--- config.mk ---
export PLATFORM = sky130hd
export DESIGN_NAME = altr_hps_tie_cfg_seq
export DESIGN_NICKNAME = d
export VERILOG_FILES = /design/src/rtl/altr_hps_tie_cfg_seq.sv
export SDC_FILE = /design/constraint.sdc
export NUM_CORES = 1
export LEC_CHECK = 0
export ABC_CLOCK_PERIOD_IN_PS = 1500
export CORE_MARGIN = 1
export CORE_UTILIZATION = 41
export CTS_CLUSTER_SIZE = 25
export DETAILED_ROUTE_END_ITERATION = 12
export GPL_ROUTABILITY_DRIVEN = 0
export GPL_TIMING_DRIVEN = 0
export PLACE_DENSITY = 0.74
export SETUP_SLACK_MARGIN = 0.3
export SYNTH_ARGS = -nofsm -noshare
export SYNTH_HDL_FRONTEND = slang
export SYNTH_SLANG_ARGS = --single-unit
--- constraint.sdc ---
create_clock -name clk -period 1.5 [get_ports clk]
set_input_delay 0.15 -clock clk [delete_from_list [all_inputs] [get_ports clk]]
set_output_delay 0.15 -clock clk [all_outputs]
set_load 0.1 [all_outputs]
--- src/rtl/altr_hps_tie_cfg_seq.sv ---
// ---------------------------------------------------------------------------
// altr_hps_tie_cfg_seq
//
// Programmable tie-off controller. Holds WIDTH constant-drive outputs that
// come out of reset at DEFAULT (tie-high). Run-time changes go through a
// masked shadow register and are copied to tie_out by a 4-phase apply
// handshake. A settle window follows each copy before apply_ack is raised.
//
// Optional feature macro: ALTR_HPS_TIE_CFG_LOCK_EN
//   When it is defined, cfg_lock sets a sticky lock bit that only rst
//   clears. While the lock is set, writes and applies still complete their
//   handshakes but change neither the shadow nor tie_out.
//   When it is undefined, cfg_lock is ignored and locked is tied to 0.
//
// Handshakes:
//   cfg    : a write transfers on a rising clk edge where cfg_valid and
//            cfg_ready are both high. cfg_ready depends only on state and
//            never on cfg_valid. A source that sees ready low must hold its
//            data and valid.
//   apply  : 4-phase. apply_req is raised and held. apply_ack rises when
//            the settle window has ended. apply_req then drops, and
//            apply_ack drops on the next edge.
//
// Ports:
//   clk, rst           clock, async active-high reset
//   cfg_valid/ready    shadow write handshake
//   cfg_data/cfg_mask  write data and per-bit write enable
//   apply_req/ack      apply handshake
//   tie_out            registered tie values
//   dirty              shadow differs from tie_out
//   busy               settle window or waiting for apply_req to drop
//   cfg_lock/locked    lock request and status (feature build only)
//   state_dbg          current FSM state: 0 IDLE, 1 STAGED, 2 SETTLE, 3 DONE
// ---------------------------------------------------------------------------
module altr_hps_tie_cfg_seq #(
  parameter int               WIDTH      = 16,
  parameter logic [WIDTH-1:0] DEFAULT    = {WIDTH{1'b1}},
  parameter int               SETTLE_CYC = 4
) (
  input  logic             clk,
  input  logic             rst,
  input  logic             cfg_valid,
  output logic             cfg_ready,
  input  logic [WIDTH-1:0] cfg_data,
  input  logic [WIDTH-1:0] cfg_mask,
  input  logic             apply_req,
  output logic             apply_ack,
  output logic [WIDTH-1:0] tie_out,
  output logic             dirty,
  output logic             busy,
  input  logic             cfg_lock,
  output logic             locked,
  output logic [1:0]       state_dbg
);

  // $clog2(1) is 0, so a zero-length settle window still gets a 1-bit counter.
  localparam int CW = (SETTLE_CYC > 0) ? $clog2(SETTLE_CYC + 1) : 1;

  typedef enum logic [1:0] {
    ST_IDLE   = 2'd0,
    ST_STAGED = 2'd1,
    ST_SETTLE = 2'd2,
    ST_DONE   = 2'd3
  } state_e;

  state_e           state_q, state_d;
  logic [WIDTH-1:0] shadow_q, shadow_d;
  logic [WIDTH-1:0] tie_q, tie_d;
  logic [CW-1:0]    cnt_q, cnt_d;
  logic             lock_active;
  logic             write_fire;
  logic             apply_fire;

`ifdef ALTR_HPS_TIE_CFG_LOCK_EN
  logic locked_q, locked_d;

  // The lock is sticky: it is set in any state, and only reset clears it.
  always_comb begin
    locked_d = locked_q | cfg_lock;
  end

  always_ff @(posedge clk or posedge rst) begin
    if (rst) locked_q <= 1'b0;
    else     locked_q <= locked_d;
  end

  assign lock_active = locked_q;
  assign locked      = locked_q;
`else
  logic unused_cfg_lock;
  assign unused_cfg_lock = cfg_lock;
  assign lock_active     = 1'b0;
  assign locked          = 1'b0;
`endif

  assign cfg_ready  = (state_q == ST_IDLE) || (state_q == ST_STAGED);
  assign write_fire = cfg_valid && cfg_ready;
  // A write in the same cycle has priority. The apply waits for a later
  // cycle so that it copies the updated shadow.
  assign apply_fire = apply_req && cfg_ready && !cfg_valid;

  always_comb begin
    state_d  = state_q;
    shadow_d = shadow_q;
    tie_d    = tie_q;
    cnt_d    = cnt_q;
    case (state_q)
      ST_IDLE, ST_STAGED: begin
        if (write_fire) begin
          if (!lock_active) begin
            shadow_d = (shadow_q & ~cfg_mask) | (cfg_data & cfg_mask);
          end
          state_d = ST_STAGED;
        end else if (apply_fire) begin
          if (!lock_active) begin
            tie_d = shadow_q;
          end
          cnt_d   = CW'(SETTLE_CYC);
          state_d = ST_SETTLE;
        end
      end
      ST_SETTLE: begin
        if (cnt_q == '0) state_d = ST_DONE;
        else             cnt_d   = cnt_q - CW'(1);
      end
      ST_DONE: begin
        if (!apply_req) state_d = ST_IDLE;
      end
      default: state_d = ST_IDLE;
    endcase
  end

  always_ff @(posedge clk or posedge rst) begin
    if (rst) begin
      state_q  <= ST_IDLE;
      shadow_q <= DEFAULT;
      tie_q    <= DEFAULT;
      cnt_q    <= '0;
    end else begin
      state_q  <= state_d;
      shadow_q <= shadow_d;
      tie_q    <= tie_d;
      cnt_q    <= cnt_d;
    end
  end

  assign tie_out   = tie_q;
  assign apply_ack = (state_q == ST_DONE);
  assign busy      = (state_q == ST_SETTLE) || (state_q == ST_DONE);
  assign dirty     = (shadow_q != tie_q);
  assign state_dbg = state_q;

endmodule

### Word level (Yosys, flattened, before mapping)

Cells that the tools add are included.

* add/subtract/negate cells: 1
* bitwise logic cells: 5
* eq/ne operators: 10
* mux-type cells: 9
* reductions and logical operators: 14

Operators with widths (count)
* $and A16 B16 Y16: 2
* $ne A16 B16 Y1: 1
* $not A16 Y16: 1
* $or A16 B16 Y16: 1
* $ne A2 B2 Y1 const B: 5
* $mux W3: 3
* $mux W2: 4
* $pmux W2 S3: 1
* $pmux W3 S2: 1
* $reduce_and A3 Y1: 2
* $eq A2 B2 Y1 const B: 2
* $reduce_and A4 Y1: 1
* $logic_and A1 B1 Y1: 3
* $logic_not A3 Y1: 1
* $ne A3 B3 Y1 const B: 1
* $sub A3 B1 Y3 const B: 1
* $eq A2 B1 Y1 const B: 1
* $logic_not A2 Y1: 1
* $logic_or A1 B1 Y1: 2
* $reduce_and A2 Y1: 1
* $reduce_bool A2 Y1: 1
* $reduce_or A2 Y1: 1
* $logic_not A1 Y1: 1
* $not A1 Y1: 1

* logic and storage cells: 43
* bits in registers: 37
* output and inout port bits: 23
* bits of input ports: 37

### Longest topological paths before layout

* depth in word-level cells: 7
* mapped depth: 6
* depth with buffers taken out: 6

### Worst setup path after synthesis

OpenSTA, ideal clock, no wires.

* kind: register -> output
* from: reg state_q[1], in the netlist state_dbg[1]
* to: out busy
* cell stages (with the launch flop): 2
* path buffers: 1
* arrival time: 2334 ps
* path slack: -984 ps
* data required time: 1350 ps
* cell sequence: dfrtp_1 dlygate4sd3_1

* longest elaborated chain between the ends: 2
* elaborated cells between the ends (all ways): 3
* classes of those cells: eq/ne: 2; reduce/logical: 1

Ends and longest elaborated chain
* start: declaration: line 66 `state_e state_q, state_d;`
* start signal: assignment: line 140 `state_q <= state_d;`
* $eq A2 B2 Y1: line 149 `assign busy = (state_q == ST_SETTLE) || (state_q == ST_DONE);`
* $logic_or A1 B1 Y1 *: line 149
* end: declaration: line 50 `output logic busy,`

Every way passes the cells marked *; elsewhere a longest branch is shown, timed or not.

### Worst setup path after layout

* from: reg tie_q[15], in the netlist tie_out[15]
* to: out dirty

* longest elaborated chain between the ends: 1

Ends and longest elaborated chain
* start: declaration: line 68 `logic [WIDTH-1:0] tie_q, tie_d;`
* start signal: assignment: line 142 `tie_q <= tie_d;`
* $ne A16 B16 Y1: line 150 `assign dirty = (shadow_q != tie_q);`
* end: declaration: line 49 `output logic dirty,`

No other way between the ends.

==> out/qor.log <==
INFO  finish         antenna_cells_inserted=0
INFO  global_routing grt_pass1_wl=7.47mm
INFO  finish         finalNetCount=273
INFO  timing         max_clock_freq=0.531GHz
INFO  yosys          postSynthNetCount=178
INFO  min_path       classification_of_the_worst_slack_hold_path=in -> async
INFO  detailed_routing drtIter0Drc=42
INFO  timing         setup_viol=15
INFO  floorplan      floorplan.die.width=68.1um
INFO  clock_tree     cts_buffer_depth=2
INFO  clock_tree     htreeDepth=2
INFO  detailed_routing avgViaCountPerCell=4.85
INFO  finish         areaGrowthSynthToFinish=88.0%
INFO  global_routing grt_pass1_vias=1509
INFO  yosys          synth_edf_count=0
INFO  yosys          postSynthAreaPerCell=12.9um2
INFO  timing         finalMaxSlewViolations=0
INFO  placed_design  numPlacedInstances=246
INFO  floorplan      die_height=68.1um
INFO  clock_tree     clk_latency=0.29ns
INFO  global_routing grt_max_degree=38
INFO  global_routing grt.overflow.total=0
INFO  status         failed_checks=setup timing
INFO  timing         timing.final.hold_violations=0
INFO  clock_tree     cts_root_buf=sky130_fd_sc_hd__clkbuf_8
INFO  yosys          post_synth_xor_area_fraction=0.0830
INFO  timing         fin_crit_sh=1.26
INFO  yosys          arithmetic_cell_share_of_the_synthesized_area_counting_full_adders_half_adders_and_majority_gates=0.0140
INFO  clock_tree     numCtsBuffers=5
INFO  yosys          synthesis.area=0.00179mm2
INFO  floorplan      fp.coreArea=0.00409mm2
INFO  yosys          synth_top_family_by_area=multiplexers
INFO  setup_path     critPathSlowestCell=sky130_fd_sc_hd__dfstp_4
INFO  setup_path     critPathCaptureType=output port
INFO  detailed_routing post-route-drc-count=0
INFO  setup_path     crit_path_max_incr_delay=0.66ns
INFO  detailed_routing wl_per_cell=17.7um
INFO  global_routing overall_global_routing_usage=0.229
INFO  timing         timing_worst_slew_pin_value=0.773ns
INFO  yosys          yosys_most_used_dff=sky130_fd_sc_hd__dfstp_2
INFO  global_routing antenna_found_initial=0
INFO  flow_run       cap_violations=0
INFO  finish         final-instance-count-excl-fill=285
INFO  yosys          synth_compound_gate_area_share=0.0154
INFO  timing         setup_repair_after_global_routing_missed_its_margin=true
INFO  timing         finalCriticalPeriod=1.88ns
INFO  timing         slew_headroom=0.483
INFO  detailed_routing drt_wl_total=5.05mm
INFO  yosys          post_synth_inst_count=139
INFO  setup_path     crit_chain=xor2_2, nor4_2, nand4_1, buf_12
INFO  clock_tree     tritoncts_clock_tree=yes
INFO  yosys          async_flop_share=1.00
INFO  setup_path     crit_path_start_kind=flop
INFO  finish         final_layout_size_suffix_gt1_frac=0.694
INFO  setup_path     worstSetupPathType=reg -> out
INFO  finish         final_cell_mix=35 x sky130_fd_sc_hd__clkdlybuf4s50_1, 24 x sky130_fd_sc_hd__buf_12, 21 x sky130_fd_sc_hd__mux2_4
INFO  timing         setup_tns=-1.35ns
INFO  clock_tree     clk_transition_reported_paths=0.07ns
INFO  yosys          synth_seq_cells=37
INFO  finish         final_util=0.825
INFO  setup_path     worstPathMaxFanout=3
INFO  yosys          muxShareOfSynthArea=0.218
INFO  detailed_routing route.antenna.remaining_nets=0
INFO  placed_design  place.detailed.hpwl=2.80mm
INFO  floorplan      start_util=0.439
INFO  yosys          yosysWarningCount=0
INFO  clock_tree     clock_sinks=37
INFO  yosys          synthSimpleGateAreaFrac=0.0928
INFO  status         run_status=finished with violations
INFO  timing         layout_setup_ws=-0.385ns
INFO  detailed_routing drt_pre_antenna_iters=3
INFO  timing         skew=0.00304ns
INFO  yosys          synth_seq_area_share=0.539
INFO  floorplan      number_of_placed_i_o_pins=60
INFO  clock_tree     cts-hold-fix-buffers=0
INFO  detailed_routing dr_total_vias=1383
INFO  finish         most_common_cell_after_layout_fill_and_taps_aside=sky130_fd_sc_hd__clkdlybuf4s50_1
INFO  floorplan      floorplan.rows=23
INFO  yosys          post_synth_num_cell_types=26
INFO  setup_path     cp_data_arrival_time=1.73ns
INFO  setup_path     worst_endpoint_required_time=1.35ns
INFO  placed_design  portBuffers=57
INFO  floorplan      dieArea=0.00464mm2
==> logic make-up after synthesis <==
group,count (synthesis)
flip-flops,37
multiplexers,35
AND/OR/NAND/NOR,32
XOR/XNOR,17
buffers and inverters,10
AO/OA/AOI/OAI,5
adder cells (fa/ha/maj),2
other,1
==> metrics by stage <==
| stage | setup slack (ns) | cell area, um2 | hold WS, ns |
|---|---|---|---|
| 2_1_floorplan | -0.735 | 1930 | 0.256 |
| 3_3_place_gp | -0.833 | 2560 | 0.525 |
| 3_5_place_dp | -0.853 | 2560 | 0.538 |
| 4_1_cts | -0.369 | 3240 | 0.375 |
| 5_1_grt | -0.440 | 3370 | 0.425 |
| 6_report | -0.385 | 3370 | 0.362 |
==> cell usage after synthesis, types with 2 or more instances <==
cell type / count / area (um2)
sky130_fd_sc_hd__o21ai_0: 3 / 15.0
sky130_fd_sc_hd__mux2_2: 32 / 360
sky130_fd_sc_hd__mux2i_1: 2 / 20.0
sky130_fd_sc_hd__nand2_1: 18 / 67.6
sky130_fd_sc_hd__ha_1: 2 / 25.0
sky130_fd_sc_hd__xor2_1: 16 / 140
sky130_fd_sc_hd__nor2b_1: 3 / 18.8
sky130_fd_sc_hd__dfrtp_1: 5 / 125
sky130_fd_sc_hd__buf_6: 2 / 22.5
sky130_fd_sc_hd__inv_1: 5 / 18.8
sky130_fd_sc_hd__nor4_1: 4 / 25.0
sky130_fd_sc_hd__dfstp_2: 32 / 841
sky130_fd_sc_hd__o22ai_1: 2 / 12.5
==> what timing repair did <==
item	in CTS	in global routing
endpoints found under the setup margin	86	59
gates resized for setup	237	19
gates cloned	2	0
buffers inserted	23	6
pin swaps	3	7
==> path summary, 6_finish.rpt <==
check | from | end | slack [ns] | cells after the start
max | tie_out[15] | dirty | -0.38 | 4
min | rst | cnt_q[1] | 0.36 | 2
max reg2reg | state_dbg[1] | tie_out[13] | -0.09 | 5
min reg2reg | flop | tie_out[9] | 0.64 | 1
max in group asynchronous | rst | state_dbg[0] | 0.65 | 2
min in group clk | cfg_data[0] | flop | 0.48 | 2
==> critical path, delay by kind of cell, from the launching register on <==
kind | cells | cell delay, ns
DFF | 1 | 0.66
buffers and inverters | 1 | 0.22
xor gates and xnor gates | 1 | 0.07
and+or+nand+nor | 2 | 0.50
==> layout make-up <==
cell class                      instances  area (um2)
Buffer                                  5        65.1
Clock buffer                            7        96.3
Clock inverter                          1        5.00
Fill cell                             200         716
Inverter                                5        26.3
Multi-Input combinational cell         92         966
Sequential cell                        37        1020
Tap cell                               50        62.6
Timing Repair Buffer                   88        1130
==> metal layers <==
layer,part of all wire,global-route usage,vias to the layer above
li1,-,-,658
met1,0.39,0.261,680
met2,0.55,0.407,37
met3,0.039,0.0583,8
met4,0.023,0.0885,0
met5,0,0,-
Power is left out: the tool's default activity adds up to more than one toggle a clock period on the data nets, which glitch-free logic cannot reach.
